==> config.mk <==
export PLATFORM = sky130hd
export DESIGN_NAME = mips_instr_profiler_flat
export DESIGN_NICKNAME = d
export VERILOG_FILES = /design/src/rtl/mips_instr_profiler_pkg.sv /design/src/rtl/mips_instr_profiler_if.sv /design/src/rtl/mips_instr_profiler_decode.sv /design/src/rtl/mips_instr_profiler.sv /design/src/flat_wrapper.sv
export SDC_FILE = /design/constraint.sdc
export NUM_CORES = 1
export LEC_CHECK = 0
export BUFFER_PORTS_ARGS = -buffer_cell sky130_fd_sc_hd__buf_4
export CORE_MARGIN = 2
export CORE_UTILIZATION = 56
export DETAILED_ROUTE_END_ITERATION = 8
export GPL_TIMING_DRIVEN = 0
export PLACE_DENSITY = 0.77
export RECOVER_POWER = 100
export SYNTH_ARGS = -nofsm -noshare
export SYNTH_HDL_FRONTEND = slang
export SYNTH_SLANG_ARGS = --single-unit
==> constraint.sdc <==
create_clock -name clk -period 2.3 [get_ports clk]
set_clock_uncertainty 0.05 [all_clocks]
set_input_delay 0.575 -clock clk [delete_from_list [all_inputs] [get_ports clk]]
set_output_delay 0.575 -clock clk [all_outputs]
set_load 0.02 [all_outputs]
==> src/rtl/mips_instr_profiler_pkg.sv <==
// Shared definitions for the MIPS instruction-mix profiler: opcode constants,
// the instruction-class enum, the decoder result struct and counter indices.
// Optional feature macro used by the profiler top: MIPS_PROF_SATURATE_EN.
package mips_prof_pkg;

  // Primary opcode field values (instruction[31:26]).
  localparam logic [5:0] OP_SPECIAL  = 6'h00;
  localparam logic [5:0] OP_REGIMM   = 6'h01;
  localparam logic [5:0] OP_J        = 6'h02;
  localparam logic [5:0] OP_JAL      = 6'h03;
  localparam logic [5:0] OP_BR_FIRST = 6'h04;  // beq
  localparam logic [5:0] OP_BR_LAST  = 6'h07;  // bgtz
  localparam logic [5:0] OP_ST_FIRST = 6'h28;  // sb
  localparam logic [5:0] OP_ST_LAST  = 6'h2B;  // sw

  // Instruction format class.
  typedef enum logic [1:0] {
    CLS_R = 2'd0,
    CLS_J = 2'd1,
    CLS_I = 2'd2
  } instr_class_t;

  // Decoder result: class plus the destination GPR, if the instruction writes one.
  typedef struct packed {
    instr_class_t cls;
    logic         dest_vld;
    logic [4:0]   dest;
  } decode_t;

  // Counter slots, shared by the readout select and the overflow vector.
  localparam int IDX_R    = 0;
  localparam int IDX_J    = 1;
  localparam int IDX_I    = 2;
  localparam int IDX_REG0 = 3;

  // I-type opcodes that never write rt: REGIMM and the classic branches, and stores.
  function automatic logic is_nonwriting_i(input logic [5:0] op);
    return (op == OP_REGIMM) ||
           ((op >= OP_BR_FIRST) && (op <= OP_BR_LAST)) ||
           ((op >= OP_ST_FIRST) && (op <= OP_ST_LAST));
  endfunction

endpackage

==> src/rtl/mips_instr_profiler_if.sv <==
// Instruction stream handshake into the profiler.
// A word transfers on a rising edge where instr_valid and instr_ready are both
// high; the source holds instruction stable while instr_valid is high and not
// yet accepted, and instr_ready never depends combinationally on instr_valid.
interface mips_instr_profiler_if;
  logic        instr_valid;
  logic [31:0] instruction;
  logic        instr_ready;

  modport master (
    output instr_valid,
    output instruction,
    input  instr_ready
  );

  modport slave (
    input  instr_valid,
    input  instruction,
    output instr_ready
  );
endinterface

==> src/rtl/mips_instr_profiler_decode.sv <==
// Combinational MIPS instruction classifier: R/J/I class and the destination
// register it writes (rd for R-type, rt for writing I-types, none for J-type,
// branches, stores or a $0 destination). Has no parameters so later pipeline
// stages can reuse it unchanged.
module mips_instr_decode
  import mips_prof_pkg::*;
(
  input  logic [31:0] instruction,
  output decode_t     dec
);

  logic [5:0] op;
  logic [4:0] rt;
  logic [4:0] rd;

  assign op = instruction[31:26];
  assign rt = instruction[20:16];
  assign rd = instruction[15:11];

  // rs, shamt/funct and immediate bits do not affect the classification.
  logic unused_fields;
  assign unused_fields = ^{instruction[25:21], instruction[10:0]};

  // Classify by primary opcode and pick the written register.
  always_comb begin
    dec.cls      = CLS_I;
    dec.dest_vld = 1'b0;
    dec.dest     = 5'd0;
    if (op == OP_SPECIAL) begin
      dec.cls      = CLS_R;
      dec.dest     = rd;
      dec.dest_vld = (rd != 5'd0);
    end else if ((op == OP_J) || (op == OP_JAL)) begin
      dec.cls      = CLS_J;
    end else begin
      dec.cls      = CLS_I;
      dec.dest     = rt;
      dec.dest_vld = !is_nonwriting_i(op) && (rt != 5'd0);
    end
  end

endmodule

==> src/rtl/mips_instr_profiler.sv <==
// Passive instruction-mix profiler. Accepts one MIPS instruction per cycle,
// holds it for one cycle in a decode stage, then bumps the R/J/I class counter
// and, when the destination falls in REG_BASE..REG_BASE+NUM_REGS-1, that GPR's
// counter. A snapshot copies all live counters into shadows that the indexed
// readout port reads; overflow flags are sticky until clr.
// Optional feature: MIPS_PROF_SATURATE_EN -- counters hold at all-ones instead
// of wrapping to zero when incremented past their maximum.
module mips_instr_profiler
  import mips_prof_pkg::*;
#(
  parameter  int CNT_W    = 16,
  parameter  int NUM_REGS = 4,
  parameter  int REG_BASE = 3,
  localparam int NCNT     = 3 + NUM_REGS,
  localparam int SEL_W    = $clog2(3 + NUM_REGS)
) (
  input  logic                 clk,
  input  logic                 rst_n,
  mips_instr_profiler_if.slave fetch,
  input  logic                 clr,
  input  logic                 snap,
  input  logic [SEL_W-1:0]     rd_sel,
  output logic [CNT_W-1:0]     rd_data,
  output logic [NCNT-1:0]      ovf
);

  logic             ready_q;
  logic             accept;
  logic             dec_vld;
  logic [31:0]      dec_instr;
  decode_t          dec;
  logic [NCNT-1:0]  inc;
  logic [CNT_W-1:0] live   [NCNT];
  logic [CNT_W-1:0] shadow [NCNT];
  logic [NCNT-1:0]  ovf_q;
  logic [CNT_W-1:0] rd_q;

  // The profiler never back-pressures, so ready simply rises one edge after reset.
  always_ff @(posedge clk or negedge rst_n) begin
    if (!rst_n) begin
      ready_q <= 1'b0;
    end else begin
      ready_q <= 1'b1;
    end
  end

  assign fetch.instr_ready = ready_q;
  assign accept            = fetch.instr_valid && ready_q;

  // One-entry decode stage. clr does not block capture: a word accepted on the
  // clearing edge is counted on the next edge against the freshly zeroed counters.
  always_ff @(posedge clk or negedge rst_n) begin
    if (!rst_n) begin
      dec_vld   <= 1'b0;
      dec_instr <= 32'd0;
    end else begin
      dec_vld <= accept;
      if (accept) begin
        dec_instr <= fetch.instruction;
      end
    end
  end

  mips_instr_decode u_decode (
    .instruction (dec_instr),
    .dec         (dec)
  );

  // Per-counter increment strobes for the instruction sitting in the decode stage.
  always_comb begin
    inc = '0;
    if (dec_vld) begin
      case (dec.cls)
        CLS_R:   inc[IDX_R] = 1'b1;
        CLS_J:   inc[IDX_J] = 1'b1;
        default: inc[IDX_I] = 1'b1;
      endcase
      for (int k = 0; k < NUM_REGS; k++) begin
        if (dec.dest_vld && (dec.dest == 5'(REG_BASE + k))) begin
          inc[IDX_REG0 + k] = 1'b1;
        end
      end
    end
  end

  // Live counters and sticky overflow flags; clr wins over any pending increment.
  always_ff @(posedge clk or negedge rst_n) begin
    if (!rst_n) begin
      for (int i = 0; i < NCNT; i++) begin
        live[i]  <= '0;
        ovf_q[i] <= 1'b0;
      end
    end else begin
      for (int i = 0; i < NCNT; i++) begin
        if (clr) begin
          live[i]  <= '0;
          ovf_q[i] <= 1'b0;
        end else if (inc[i]) begin
          if (live[i] == {CNT_W{1'b1}}) begin
            ovf_q[i] <= 1'b1;
`ifdef MIPS_PROF_SATURATE_EN
            live[i]  <= live[i];
`else
            live[i]  <= '0;
`endif
          end else begin
            live[i] <= live[i] + CNT_W'(1);
          end
        end
      end
    end
  end

  assign ovf = ovf_q;

  // Snapshot takes the live values as they stood before this edge, which makes
  // snap together with clr an atomic read-and-clear.
  always_ff @(posedge clk or negedge rst_n) begin
    if (!rst_n) begin
      for (int i = 0; i < NCNT; i++) begin
        shadow[i] <= '0;
      end
    end else if (snap) begin
      for (int i = 0; i < NCNT; i++) begin
        shadow[i] <= live[i];
      end
    end
  end

  // Registered readout of the selected shadow; unused select codes read zero.
  always_ff @(posedge clk or negedge rst_n) begin
    if (!rst_n) begin
      rd_q <= '0;
    end else if (int'(rd_sel) < NCNT) begin
      rd_q <= shadow[rd_sel];
    end else begin
      rd_q <= '0;
    end
  end

  assign rd_data = rd_q;

endmodule

==> src/flat_wrapper.sv <==
// flat-port wrapper written by rule: the top's interface ports become plain ports
module mips_instr_profiler_flat import mips_prof_pkg::*;
#(
  parameter  int CNT_W    = 16,
  parameter  int NUM_REGS = 4,
  parameter  int REG_BASE = 3,
  localparam int NCNT     = 3 + NUM_REGS,
  localparam int SEL_W    = $clog2(3 + NUM_REGS)
)
  (clk, rst_n, clr, snap, rd_sel, rd_data, ovf, fetch_instr_valid, fetch_instruction, fetch_instr_ready);
  mips_instr_profiler_if fetch_i ();
  input  logic clk;
  input  logic rst_n;
  input  logic clr;
  input  logic snap;
  input  logic [SEL_W-1:0] rd_sel;
  output logic [CNT_W-1:0] rd_data;
  output logic [NCNT-1:0] ovf;
  input wire logic [$bits(fetch_i.instr_valid)-1:0] fetch_instr_valid;
  input wire logic [$bits(fetch_i.instruction)-1:0] fetch_instruction;
  output wire logic [$bits(fetch_i.instr_ready)-1:0] fetch_instr_ready;
  assign fetch_i.instr_valid = fetch_instr_valid;
  assign fetch_i.instruction = fetch_instruction;
  assign fetch_instr_ready = fetch_i.instr_ready;
  mips_instr_profiler #(.CNT_W(CNT_W), .NUM_REGS(NUM_REGS), .REG_BASE(REG_BASE)) u_core (.clk(clk), .rst_n(rst_n), .fetch(fetch_i), .clr(clr), .snap(snap), .rd_sel(rd_sel), .rd_data(rd_data), .ovf(ovf));
endmodule
## Word level (Yosys, flattened, before mapping)

Index checks and enable logic that the tools add are counted.

| operators by class | value |
|---|---|
| $add $sub $neg | 7 |
| multiply operators | 0 |
| divide/modulo/power cells | 0 |
| magnitude comparators | 6 |
| equal/unequal tests | 15 |
| shifts and indexed selects | 0 |
| multiplexer cells | 57 |
| bitwise operators | 1 |
| reduce and logical (&&, ||, !) cells | 38 |

Operator list:

| cell | number |
|---|---|
| $mux W16 | 24 |
| $add A16 B1 Y16 const B | 7 |
| $eq A16 B16 Y1 const B | 7 |
| $bmux W16 S3 | 1 |
| $mux W1 | 28 |
| $reduce_bool A2 Y1 | 14 |
| $eq A5 B3 Y1 const B | 3 |
| $reduce_and A2 Y1 | 7 |
| $eq A6 B2 Y1 const B | 2 |
| $reduce_bool A5 Y1 | 2 |
| $logic_and A1 B1 Y1 | 8 |
| $mux W8 | 1 |
| $mux W7 | 1 |
| $eq A6 B1 Y1 const B | 1 |
| $ge A6 B3 Y1 const B | 1 |
| $ge A6 B6 Y1 const B | 1 |
| $le A6 B3 Y1 const B | 1 |
| $le A6 B6 Y1 const B | 1 |
| $logic_not A6 Y1 | 1 |
| $mux W6 | 1 |
| $eq A5 B2 Y1 const B | 1 |
| $ge A4 B4 Y1 const B | 1 |
| $not A3 Y4 | 1 |
| $logic_or A1 B1 Y1 | 3 |
| 6 further kinds | 6 |

| storage, ports and cells | value |
|---|---|
| flip-flop bits (word level) | 281 |
| latch bits | 0 |
| RAM bits | 0 |
| bits in read-only memories | 0 |
| input bits | 40 |
| logic and storage cells | 149 |
| memories | 0 |

## Depth between registers and ports, before layout

| logic depth | value |
|---|---|
| depth after elaboration | 14 |
| mapped depth | 8 |
| mapped depth without buffers | 6 |

## Hierarchy

A second synthesis with hierarchy kept.

| unflattened totals | value |
|---|---|
| cell total of the unflattened synthesis | 1120 |
| area, all modules | 12990.0 um^2 |

By module, submodules not included:

| module | times used | cells an instance | area each (um^2) |
|---|---|---|---|
| mips_instr_profiler | 1 | 1101 | 12832.3 |
| mips_instr_decode | 1 | 19 | 157.7 |

## Least setup slack after synthesis

No wires, ideal clock.

| path | value |
|---|---|
| kind | flip-flop to flip-flop |
| start point | register u_core.dec_instr[28] |
| end point | register u_core.live[42] (netlist bit) |
| setup time | 125 ps |
| arrival | 2176 ps |
| required time | 2125 ps |
| setup slack | -50 ps |
| stages on the path, launching flop included | 7 |
| buffers on the path | 1 |
| clock period less this slack | 2350 ps |
| path through | dfrtp_1 > nor4_4 > nand4_2 > a221o_1 > buf_6 > nor4_1 > mux2_2 |

| between the ends | value |
|---|---|
| longest elaborated chain between the ends | 12 |
| elaborated cells on any way between the ends | 22 |
| those cells by class | order compare: 4; eq/ne: 4; mux: 4; reduce/logical: 10 |

Ends and longest elaborated chain:

| element | RTL line | source |
|---|---|---|
| from (decl) | mips_instr_profiler.sv:30 | `logic [31:0] dec_instr;` |
| from (signal assigned) | mips_instr_profiler.sv:59 | `dec_instr <= fetch.instruction;` |
| $ge A6 B3 Y1 / $le A6 B3 Y1 (equally long branches) | mips_instr_profiler_pkg.sv:39 | `((op >= OP_BR_FIRST) && (op <= OP_BR_LAST)) \|\|` |
| $logic_and A1 B1 Y1 | mips_instr_profiler_pkg.sv:39 |  |
| $logic_or A1 B1 Y1 | mips_instr_profiler_pkg.sv:38 | `return (op == OP_REGIMM) \|\|` |
| $logic_or A1 B1 Y1 | mips_instr_profiler_pkg.sv:39 |  |
| $logic_not A1 Y1 | mips_instr_profiler_decode.sv:38 | `dec.dest_vld = !is_nonwriting_i(op) && (rt != 5'd0);` |
| $logic_and A1 B1 Y1 | mips_instr_profiler_decode.sv:38 |  |
| $mux W6 | mips_instr_profiler_decode.sv:33 | `end else if ((op == OP_J) \|\| (op == OP_JAL)) begin` |
| $mux W8 (*) | mips_instr_profiler_decode.sv:29 | `if (op == OP_SPECIAL) begin` |
| $logic_and A1 B1 Y1 (*) | mips_instr_profiler.sv:79 | `if (dec.dest_vld && (dec.dest == 5'(REG_BASE + k))) begin` |
| $mux W1 (*) | mips_instr_profiler.sv:79 |  |
| $mux W7 (*) | mips_instr_profiler.sv:72 | `if (dec_vld) begin` |
| $reduce_bool A2 Y1 (no source line) (*) | - |  |
| to (signal, indexed assignment) | mips_instr_profiler.sv:107 | `live[i] <= live[i] + CNT_W'(1);` |
| to (decl) | mips_instr_profiler.sv:33 | `logic [CNT_W-1:0] live [NCNT];` |

Mark *: on every way between the ends. The rest lies on a longest branch, timed or not.
A chain may end at the register's enable or synchronous reset.

## Worst setup path in the final report

| path | value |
|---|---|
| start point | register u_core.dec_instr[29] |
| end point | register u_core.live[53] (netlist bit) |

Same word-level chain as after synthesis.

==> results.json <==
{
  "outcome": "finished, violations left",
  "failed_checks": "DRC, setup timing",
  "rows": 55,
  "nNetsFinal": 1365,
  "worstSetupPathType": "reg2reg",
  "totalWireLength_um": 38600,
  "wl_met3_um": 3570,
  "area_delta_synth_final_pct": 24.7,
  "power.total_mw": 11.0,
  "cp-start-kind": "flip-flop",
  "wl_per_cell_um": 23.4,
  "arrival_ns": 2.93,
  "synth-xor-area-share_pct": 1.07,
  "synth_simple_gate_area_share_pct": 16.0,
  "grt_pass1_wl_um": 58100,
  "coreArea_sq_um": 22800,
  "root_buffer": "clkbuf_16",
  "hold_path_class": "in2reg",
  "layout_commonest_cell": "dfrtp_1",
  "synth-edff-count": 0,
  "cts_buffer_depth": 3,
  "whs_ns": 0.185,
  "track_usage_pct": 30.4,
  "ys_seq_area_share_pct": 50.7,
  "final-setup-viol-count": 65,
  "drc_errors": 1,
  "vias_per_cell": 6.76,
  "die_y_um": 157,
  "synth_top_area_cell": "dfrtp_1",
  "dpl.hpwl_um": 24600,
  "synthAdderAreaFrac_pct": 0.669,
  "synth_top_family_by_area": "simple AND/OR/NAND/NOR gates",
  "hold_viol": 0,
  "p_leak_nw": 7.04,
  "grt_max_degree": 107,
  "final_util_pct": 71.6,
  "drtIter0Drc": 1543,
  "htree_num_levels": 1,
  "ys_warn_count": 0,
  "rsz0062_at_grt": "true",
  "synth-seq-cells": 265,
  "cts.sinks": 265,
  "netlist_area_sq_um": 13100,
  "yosys-top-cells-area": "dfrtp_1 51%, mux2_2 11%, a21oi_1 3.3%, nor2_1 2.9%, mux4_2 2.8%",
  "worstPathRequired_ns": 2.71,
  "tightest_slew_ns": 0.906,
  "syn_nets": 1240,
  "synth_cell_type_count": 76,
  "insertion_delay_ns": 0.55,
  "dr.pass1.iters": 8,
  "ioPinCount": 64,
  "dominantRegCellSynth": "dfrtp_1",
  "antenna_left": 0,
  "cp-end-kind": "flip-flop",
  "antenna_found_initial": 0,
  "p_per_area_nw_per_um2": 675,
  "netlist_instances": 1193,
  "final_cell_mix": "259 x dfrtp_1, 129 x mux2_2, 96 x nor2_1",
  "crit_fanout": 6,
  "yosys-mux-area-fraction_pct": 16.0,
  "async_flop_share_pct": 100,
  "slew_viol_final": 0,
  "grt_pass1_vias": 10400,
  "numCtsBuffers": 28,
  "drive_gt1_share_pct": 31.9,
  "chipWidth_um": 157,
  "syn_avg_cell_area_sq_um": 11.0,
  "antennaDiodeCount": 0,
  "cts_tree": "done",
  "numPortBuffers": 43,
  "path_clk_slew_ns": 0.06,
  "dr_total_vias": 11200,
  "fmax_mhz": 396,
  "top_layer_used": "met4",
  "synth_compound_area_share_pct": 13.1,
  "period_share_pct": 110,
  "place_congestion": 0.924,
  "initial_core_util_pct": 57.4,
  "fin_ws_ns": -0.223,
  "cap_violations": 0,
  "netlist.area_leader.share_pct": 50.7,
  "dieArea_sq_um": 24600,
  "routedLengthMet1_um": 15700,
  "peakVddDrop_mv": 0.466,
  "grt.overflow.total": 0,
  "period_needed_ns": 2.52,
  "dr_wl_met2_um": 17600,
  "relSlewSlack_pct": 39.6
}
## state kept, by name, indices dropped and copies added, names as in the netlist
signal / cells
u_core.rd_data: 16
u_core.live: 112
u_core.fetch.instr_ready: 1
u_core.shadow: 112
u_core.dec_vld: 1
u_core.dec_instr: 16
u_core.ovf: 7
## what timing repair did
| action | 4_1_cts | 5_1_grt |
|---|---|---|
| pin swaps | 39 | 43 |
| setup endpoints to repair | 117 | 109 |
| setup buffers | 32 | 14 |
| gates resized for setup | 133 | 126 |
| cloned | 5 | 4 |
| hold endpoints to repair | 63 | 0 |
| hold buffers | 1 | 0 |
## power breakdown
group | leakage [nW] | internal (mW) | switching (mW)
clock | 0.501 | 3.03 | 1.89
sequential | 3.63 | 4.77 | 0.132
combinational | 2.91 | 0.456 | 0.734
## through the flow
stage               worst slack [ns]  setup TNS (ns)  cells  area [sq um]
floorplan                    -0.0284          -0.100   1193         13100
finish                        -0.223           -6.17   1651         16300
global route                  -0.255          -14.08   1651         16300
global placement               -1.53         -481.15   1549         13800
detailed placement             -1.27          -86.73   1551         13900
CTS                           -0.151           -3.28   1638         15800
## worst max-delay path, stage by stage, from the launching register on
cell,delay (ns)
dfrtp_2,0.43
or4_4,0.63
o22ai_4,0.14
o211ai_1,0.23
buf_4,0.23
buf_6,0.12
or4_1,0.41
a21oi_1,0.19
## synth_stat cells (8+ instances only)
cell	n
a221o_1	10
xnor2_1	8
o31ai_1	31
nor3_1	19
buf_1	9
a21oi_1	87
nand4_1	29
clkbuf_1	45
mux4_2	16
nor4_1	20
nand3_1	54
nor2_1	100
mux2i_1	23
nand4b_1	9
inv_1	8
a211oi_1	11
buf_2	10
nand2_1	74
xor2_1	8
nor2b_1	11
o21ai_0	36
mux2_2	131
or4_1	22
dfrtp_1	265
and3_1	21
## routing by layer
layer | track usage [%] | vias to the layer above
li1 | - | 4754
met1 | 43.5 | 5546
met2 | 46.4 | 712
met3 | 5.76 | 145
met4 | 11.1 | 0
met5 | 0 | -
## cell families after synthesis
group                    after synthesis
XOR/XNOR                              16
other                                  1
flip-flops                           265
AND/OR/NAND/NOR                      399
AO/OA/AOI/OAI                        256
buffers and inverters                 77
multiplexers                         172
adder cells (fa/ha/maj)                7
## path summary, 6_finish.rpt
path	from	endpoint	slack, ns	depth (start not counted)
max	u_core.dec_instr[29]$_DFFE_PN0P_	u_core.live[53]$_DFFE_PN0P_	-0.22	7
min	fetch_instruction[18]	u_core.dec_instr[18]$_DFFE_PN0P_	0.19	3
max reg2reg	u_core.dec_instr[29]$_DFFE_PN0P_	u_core.live[53]$_DFFE_PN0P_	-0.22	7
min reg2reg	u_core.ovf[4]$_DFFE_PN0P_	u_core.ovf[4]$_DFFE_PN0P_	0.43	1
max in group asynchronous	rst_n	u_core.dec_instr[13]$_DFFE_PN0P_	0.18	3
min in group asynchronous	rst_n	u_core.ovf[0]$_DFFE_PN0P_	0.66	2
## layout make-up
type                            instances  area (sq um)
Tap cell                              313           392
Timing Repair Buffer                   97           797
Fill cell                            1488          6460
Inverter                                9          35.0
Sequential cell                       265          6640
Clock inverter                         13           193
Multi-Input combinational cell        852          7040
Clock buffer                           37           816
Buffer                                 65           407
Note: power is estimated with default switching activity, not from simulation.
